`config.mk`:
```
export PLATFORM = sky130hd
export DESIGN_NAME = mfcc_post_stage_seq
export DESIGN_NICKNAME = d
export VERILOG_FILES = /design/src/rtl/mfcc_post_stage_seq.sv
export SDC_FILE = /design/constraint.sdc
export NUM_CORES = 1
export LEC_CHECK = 0
export CAP_MARGIN = 20
export CORE_MARGIN = 5
export CORE_UTILIZATION = 30
export DETAILED_ROUTE_END_ITERATION = 6
export PLACE_DENSITY = 0.77
export SLEW_MARGIN = 5
export SYNTH_ARGS = -nofsm -noshare
export SYNTH_HDL_FRONTEND = slang
export SYNTH_SLANG_ARGS = --single-unit
```
`constraint.sdc`:
```
create_clock -name clk_i -period 1.53 [get_ports clk_i]
set_input_delay 0.153 -clock clk_i [delete_from_list [all_inputs] [get_ports clk_i]]
set_output_delay 0.153 -clock clk_i [all_outputs]
set_load 0.005 [all_outputs]
```
`src/rtl/mfcc_post_stage_seq.sv`:
```
// rtl/mfcc_post_stage_seq.sv - Post-DCT MFCC stage sequencer with shared feature-memory port mux
//
// Sequences the cepstrum write-back, delta and 2nd-order delta engines. Each engine
// gets a level run enable while its stage is active. The single shared feature-memory
// write port goes to whichever engine owns the current stage. A per-stage watchdog
// traps engines that never report done.
//
// Ports:
//   clk_i, rst_n_i                 clock (rising edge), asynchronous active-low reset
//   start_i, abort_i, clear_i      sequence start pulse, synchronous abort, leave ERR
//   frame_num_i, cep_num_i         configuration, sampled on an accepted start
//   *_done_i                       one-cycle done pulses from the three engines
//   *_addr_i, *_we_i, *_wdata_i    per-engine memory write requests
//   *_state_en_o                   engine run enables (level)
//   frame_num_q_o, cep_num_q_o     captured configuration
//   mem_addr_o, mem_we_o, mem_wdata_o  shared memory port
//   busy_o, done_o, delta_skipped_o, err_o, err_code_o  status

module mfcc_post_stage_seq #(
    parameter int ADDR_WIDTH_14 = 14,
    parameter int DATA_WIDTH    = 32,
    parameter int MIN_FRAMES    = 5,
    parameter int MAX_CEP       = 13,
    parameter int TIMEOUT       = 4095
) (
    input  logic                     clk_i,
    input  logic                     rst_n_i,
    input  logic                     start_i,
    input  logic                     abort_i,
    input  logic                     clear_i,
    input  logic [6:0]               frame_num_i,
    input  logic [6:0]               cep_num_i,
    input  logic                     cep_done_i,
    input  logic                     delta_done_i,
    input  logic                     delta_2nd_done_i,
    input  logic [ADDR_WIDTH_14-1:0] cep_addr_i,
    input  logic [ADDR_WIDTH_14-1:0] delta_addr_i,
    input  logic [ADDR_WIDTH_14-1:0] delta_2nd_addr_i,
    input  logic                     cep_we_i,
    input  logic                     delta_we_i,
    input  logic                     delta_2nd_we_i,
    input  logic [DATA_WIDTH-1:0]    cep_wdata_i,
    input  logic [DATA_WIDTH-1:0]    delta_wdata_i,
    input  logic [DATA_WIDTH-1:0]    delta_2nd_wdata_i,
    output logic                     cep_state_en_o,
    output logic                     delta_state_en_o,
    output logic                     delta_2nd_state_en_o,
    output logic [6:0]               frame_num_q_o,
    output logic [6:0]               cep_num_q_o,
    output logic [ADDR_WIDTH_14-1:0] mem_addr_o,
    output logic                     mem_we_o,
    output logic [DATA_WIDTH-1:0]    mem_wdata_o,
    output logic                     busy_o,
    output logic                     done_o,
    output logic                     delta_skipped_o,
    output logic                     err_o,
    output logic [1:0]               err_code_o
);

    localparam logic [6:0]  MIN_FRAMES_C = 7'(MIN_FRAMES);
    localparam logic [6:0]  MAX_CEP_C    = 7'(MAX_CEP);
    // The stage times out on the cycle the count would reach TIMEOUT.
    localparam logic [11:0] WDOG_LAST    = 12'(TIMEOUT - 1);

    localparam logic [1:0] ERR_CFG  = 2'b01;
    localparam logic [1:0] ERR_WDOG = 2'b10;

    typedef enum logic [2:0] {
        S_IDLE   = 3'd0,
        S_CEP    = 3'd1,
        S_DELTA  = 3'd2,
        S_DELTA2 = 3'd3,
        S_DONE   = 3'd4,
        S_ERR    = 3'd5
    } state_e;

    state_e      state_q, state_d;
    logic [6:0]  frame_num_q, frame_num_d;
    logic [6:0]  cep_num_q, cep_num_d;
    logic        skipped_q, skipped_d;
    logic [1:0]  err_code_q, err_code_d;
    logic [11:0] wdog_q, wdog_d;

    logic        wdog_expired;
    assign wdog_expired = (wdog_q == WDOG_LAST);

    always_ff @(posedge clk_i or negedge rst_n_i) begin
        if (!rst_n_i) begin
            state_q     <= S_IDLE;
            frame_num_q <= '0;
            cep_num_q   <= '0;
            skipped_q   <= 1'b0;
            err_code_q  <= '0;
            wdog_q      <= '0;
        end else begin
            state_q     <= state_d;
            frame_num_q <= frame_num_d;
            cep_num_q   <= cep_num_d;
            skipped_q   <= skipped_d;
            err_code_q  <= err_code_d;
            wdog_q      <= wdog_d;
        end
    end

    // Watchdog defaults to 0; it only counts while a stage stays put, so every
    // stage entry starts from a clean count.
    always_comb begin
        state_d     = state_q;
        frame_num_d = frame_num_q;
        cep_num_d   = cep_num_q;
        skipped_d   = skipped_q;
        err_code_d  = err_code_q;
        wdog_d      = '0;

        unique case (state_q)
            S_IDLE: begin
                if (start_i && !abort_i) begin
                    frame_num_d = frame_num_i;
                    cep_num_d   = cep_num_i;
                    skipped_d   = 1'b0;
                    if (cep_num_i == 7'd0 || cep_num_i > MAX_CEP_C) begin
                        state_d    = S_ERR;
                        err_code_d = ERR_CFG;
                    end else begin
                        state_d = S_CEP;
                    end
                end
            end
            S_CEP: begin
                // done beats an expiring watchdog in the same cycle
                if (cep_done_i) begin
                    if (frame_num_q >= MIN_FRAMES_C) begin
                        state_d = S_DELTA;
                    end else begin
                        state_d   = S_DONE;
                        skipped_d = 1'b1;
                    end
                end else if (wdog_expired) begin
                    state_d    = S_ERR;
                    err_code_d = ERR_WDOG;
                end else begin
                    wdog_d = wdog_q + 12'd1;
                end
            end
            S_DELTA: begin
                if (delta_done_i) begin
                    state_d = S_DELTA2;
                end else if (wdog_expired) begin
                    state_d    = S_ERR;
                    err_code_d = ERR_WDOG;
                end else begin
                    wdog_d = wdog_q + 12'd1;
                end
            end
            S_DELTA2: begin
                if (delta_2nd_done_i) begin
                    state_d = S_DONE;
                end else if (wdog_expired) begin
                    state_d    = S_ERR;
                    err_code_d = ERR_WDOG;
                end else begin
                    wdog_d = wdog_q + 12'd1;
                end
            end
            S_DONE: begin
                state_d = S_IDLE;
            end
            S_ERR: begin
                if (clear_i) begin
                    state_d = S_IDLE;
                end
            end
            default: begin
                state_d = S_IDLE;
            end
        endcase

        if (abort_i) begin
            state_d = S_IDLE;
        end
    end

    // Status and enables decode straight from the state register so an
    // asynchronous reset clears them without waiting for a clock.
    assign cep_state_en_o       = (state_q == S_CEP);
    assign delta_state_en_o     = (state_q == S_DELTA);
    assign delta_2nd_state_en_o = (state_q == S_DELTA2);
    assign busy_o               = cep_state_en_o | delta_state_en_o | delta_2nd_state_en_o;
    assign done_o               = (state_q == S_DONE);
    assign err_o                = (state_q == S_ERR);
    assign err_code_o           = err_o ? err_code_q : 2'b00;
    assign delta_skipped_o      = skipped_q;
    assign frame_num_q_o        = frame_num_q;
    assign cep_num_q_o          = cep_num_q;

    // Only the owning engine reaches the memory; every other state parks the port.
    always_comb begin
        mem_addr_o  = '0;
        mem_we_o    = 1'b0;
        mem_wdata_o = '0;
        unique case (state_q)
            S_CEP: begin
                mem_addr_o  = cep_addr_i;
                mem_we_o    = cep_we_i;
                mem_wdata_o = cep_wdata_i;
            end
            S_DELTA: begin
                mem_addr_o  = delta_addr_i;
                mem_we_o    = delta_we_i;
                mem_wdata_o = delta_wdata_i;
            end
            S_DELTA2: begin
                mem_addr_o  = delta_2nd_addr_i;
                mem_we_o    = delta_2nd_we_i;
                mem_wdata_o = delta_2nd_wdata_i;
            end
            default: begin
                mem_addr_o  = '0;
                mem_we_o    = 1'b0;
                mem_wdata_o = '0;
            end
        endcase
    end

endmodule
```
* Word level (Yosys, flattened, before mapping) *
Index checks and enable logic that the tools add are counted.

storage, ports and cells
  RAM bits = 0
  latch bits = 0
  output and inout bits = 70
  bits in read-only memories = 0
  register bits after elaboration = 32
  word-level logic and storage cells = 67
  memories kept = 0

operators by class
  $lt $le $gt $ge = 2
  equality and inequality tests = 15
  bitwise operators = 2
  $mul = 0
  add/subtract/negate cells = 1
  mux-type cells = 30
  reduce and logical (&&, ||, !) cells = 11
  shift-type cells = 0
  div/mod/pow operators = 0

operators by type and width
  kind                                                 count
  case mux 32 bit (3 select lines)                     1
  two-way mux 12 bit                                   4
  case mux 14 bit (3 select lines)                     1
  case mux 12 bit (3 select lines)                     1
  two-way mux 3 bit                                    9
  case mux 3 bit (5 select lines)                      1
  two-way mux 2 bit                                    7
  inequality test 2 bit, second input constant         7
  adder 12 x 1 -> 12 bit, second input constant        1
  == test 12 bit, second input constant                1
  case mux 2 bit (4 select lines)                      1
  >= comparator 7 x 3 -> 1 bit, second input constant  1
  > comparator 7 x 4 -> 1 bit, second input constant   1
  zero test 7 bit                                      1
  == test 3 x 2 -> 1 bit, second input constant        2
  == test 3 bit, second input constant                 2
  inequality test 3 bit, second input constant         2
  AND reduction 6 bit                                  1
  AND reduction 2 bit                                  2
  AND reduction 4 bit                                  1
  nonzero test 4 bit                                   1
  == test 3 x 1 -> 1 bit, second input constant        1
  zero test 3 bit                                      1
  two-way mux 1 bit                                    3
  other kinds (7)                                      8

* Logic depth before layout (Yosys ltp) *
  depth after elaboration = 6
  depth in mapped cells = 7

* Worst setup path before layout *
Ideal clock, no wire load.

  path type = register -> register
  start point = register wdog_q[0]
  end point = register err_code_q[0]
  arrival time = 1,529 ps
  path buffers = 0
  cell stages (with the launch flop) = 7
  slack = -118 ps
  library setup time = 118 ps
  cell sequence = dfrtp_1 > inv_1 > ha_1 > and2_2 > nand4_4 > or4b_4 > a21o_1

between the ends
  cells in the longest elaborated chain, start to end = 4

RTL lines
  element                                      line  RTL
  start: declaration                           82    logic [11:0] wdog_q, wdog_d;
  start signal: assignment                     101   wdog_q <= wdog_d;
  == test 12 bit *                             85    assign wdog_expired = (wdog_q == WDOG_LAST);
  two-way mux 2 bit *                          n/a
  two-way mux 2 bit, on equally long branches  n/a
  case mux 2 bit (4 select lines) *            n/a
  end signal: assignment                       100   err_code_q <= err_code_d;
  end: declaration                             81    logic [1:0] err_code_q, err_code_d;

Every way passes the cells marked *; elsewhere a longest branch is shown, timed or not. The select of a mux whose other input is x is not followed.
A chain may end at the register's enable or synchronous reset.

* Final worst setup path *
  start point = register state_q[1]
  end point = output mem_we_o

between the ends
  cells in the longest elaborated chain, start to end = 2

RTL lines
  element                                                           line  RTL
  start: declaration                                                77    state_e state_q, state_d;
  start signal: assignment                                          96    state_q <= state_d;
  == test 3 x 2 -> 1 bit or == test 3 x 1 -> 1 bit (tied branches)  201   unique case (state_q)
  case mux 1 bit (3 select lines) *                                 201
  end: declaration                                                  51    output logic mem_we_o,

Every way passes the cells marked *; elsewhere a longest branch is shown, timed or not.

==> out/results.tsv <==
metric	value	unit
Avg Vias per Cell	5.22	
CTS tree	yes	
Post-Route Skew	8.28	ps
violated checks	negative setup slack	
Slew Limit Fails	0	
Initial DRC Count	187	
aggregate global-route resource usage	0.248	
# rows	35	
RSZ-0062 raised after global routing	yes	
top post-synthesis cells by area	dfrtp_1, mux2_2, a22oi_1, nor2_1, xor2_1	
1st-pass router iterations	6	
Syn Nets	478	
Tcrit/Tclk final	1.25	
Worst path most repeated cell	buf_6	
Tmin final	1910	ps
crit path cell chain	buf_6 -> buf_12 -> buf_6 -> mux2_4 -> a22oi_2 -> nor2_1 -> buf_2	
Worst Setup Start Kind	flip-flop	
CTS Buf Count	5	
Worst Tran Pin Value	619	ps
count leader, synth	nor2_1	
Post-DRT Antenna Nets	0	
fin area	6460	um2
R2R setup slack	-330	ps
Post-synth EDFFs	0	
final net count	781	
share of cells above drive strength 1	0.502	
final setup TNS	-20360	ps
first-pass GRT wire length	22100	um
initial core utilization	0.302	
Worst path max stage delay	430	ps
Synth top cells by count	nor2_1, mux2_2, a22oi_1	
core area	9110	um2
IO Pins	233	
worst path required time	1380	ps
PortBufs	232	
Max-cap violations	0	
Crit Path Max Fanout	5	
Worst Setup End Kind	output pin	
Setup WS post-layout	-378	ps
Synth-to-Final Area Change	135	%
vias in the first global route	4026	
register area share after synthesis	0.291	
FF+latch count, synth	32	
Min Hold Slack	260	ps
GPL Wtd Cong	0.906	
register area	805	um2
dominant cell type by area after synthesis	dfrtp_1	
Fmax	524	MHz
Routed WL	15300	um
detailed-route via count	3803	
Final Hold Viols	0	
Setup CP Type	reg2out	
Post-Syn Area	2750	um2
endpoints failing setup	86	
DRC violation count after routing	0	
CTS Hold Bufs	0	
Chip Width	106	um
Worst slew margin	0.583	
Place WS	-378	ps
# H-tree levels	2	
area of the multi-input gates	2360	um2
maximum clock path buffer count	2	
Syn Inst Count	313	
post-synth cell types	39	
Num Clock Sinks	32	
fin util	0.709	
largest net degree at the start of global routing	41	
Synth Flop Type	dfrtp_1	
arrival time of the worst setup path	1760	ps
maximum VDD drop	0.774	mV
drt wl/cell	21.0	um
mean post-synth cell area	8.79	um2
P per Cell Area	757	nW/um2
Pleak	2.73	nW
Clock transition at path regs	70	ps
global route overflow	0	
Syn. warnings	0	
die area	11200	um2
die height	106	um
initial antenna violation count	1	
Placed Area	5550	um2
CTS Root Buffer Type	clkbuf_8	
share of the synthesized area in the top cell type	0.291	
status	complete, but fails checks	
async set or reset register ratio after synthesis	1.00	
# fillers	653	
clk_lat worst skew	290	ps
Diodes inserted	0	
Slowest-stage cell, CP	dfrtp_2	
DP Wirelength	10200	um
class of the worst hold path	in2async	
## metal layers
metal / track usage / vias up / share of wire
li1: - / 1753 / -
met1: 0.273 / 1842 / 0.36
met2: 0.463 / 170 / 0.53
met3: 0.0655 / 36 / 0.072
met4: 0.0740 / 2 / 0.035
met5: 0 / - / 0.00092
## worst max-delay path, delay by kind of cell (launching register included)
family | cells | cell delay [ps]
multiplexers | 1 | 290
flip-flops | 1 | 430
AO/OA/AOI/OAI | 1 | 150
AND/OR/NAND/NOR | 1 | 70
buffers and inverters | 4 | 510
## flip-flops by register name, indices dropped and copies added (netlist names)
signal and cells:
cep_num_q_o 7, frame_num_q_o 7, state_q 3, delta_skipped_o 1, wdog_q 12, err_code_q 2
## metrics by stage
stage,std cells,total power [mW]
after floorplan,313,2.04
after global placement,680,3.64
after detailed placement,680,3.69
after CTS,722,4.69
after global routing,728,5.14
final,728,4.89
## report_power, final
group	total (mW)	switching [mW]	internal, mW	leakage, nW
registers	1.17	0.143	1.03	0.403
clock network	0.695	0.330	0.365	0.0445
logic	3.02	1.22	1.80	2.29
total	4.89	1.69	3.20	2.73
## cell families (layout without fill, tap and decap cells)
family | count (synthesis) | count (layout) | share of synthesized area
AOI/OAI and AO/OA | 63 | 63 | 0.170
xor gates and xnor gates | 10 | 10 | 0.0318
adders and majority gates | 2 | 2 | 0.00909
buffers and inverters | 30 | 334 | 0.0487
DFF | 32 | 32 | 0.291
muxes | 62 | 62 | 0.254
and+or+nand+nor | 114 | 114 | 0.196
## layout make-up
class,count,share of cell area
Clock buffer,7,0.0134
Clock inverter,1,0.00116
Inverter,3,0.00213
Multi-Input combinational cell,251,0.365
Sequential cell,32,0.125
Tap cell,111,0.0215
Timing Repair Buffer,323,0.472
## worst paths after layout
path | depth (start not counted) | endpoint | startpoint
worst min-delay path | 2 | err_code_q[0] | rst_n_i
worst min register to register | 1 | cep_num_q_o[2] | cep_num_q_o[2]
max in group asynchronous | 2 | state_q[2] | rst_n_i
min in group clk_i | 2 | frame_num_q_o[5] | frame_num_i[5]
worst max register to register | 5 | err_code_q[0] | state_q[0]
worst max-delay path | 7 | mem_we_o | state_q[1]
## timing repair
action | 4_1_cts | 5_1_grt
endpoints found under the setup margin | 87 | 87
gates cloned | 6 | 1
gates resized for setup | 305 | 74
buffers inserted | 32 | 13
pin swaps | 39 | 48
## layout by cell type, fill, tap and decap left out, drive strengths merged, types with 2 or more instances in the layout
cell,n
a21oi,3
o21ai,3
mux2,62
a31oi,2
a22oi,48
clkbuf,14
dfrtp,32
nand2b,2
and3,3
inv,3
buf,138
ha,2
nand4,7
nor4,3
xor2,9
nand2,9
nor2,69
and2,5
and4,2
nor3,5
nand3,4
clkdlybuf4s50,177
Power figures use the tool's default switching activity.
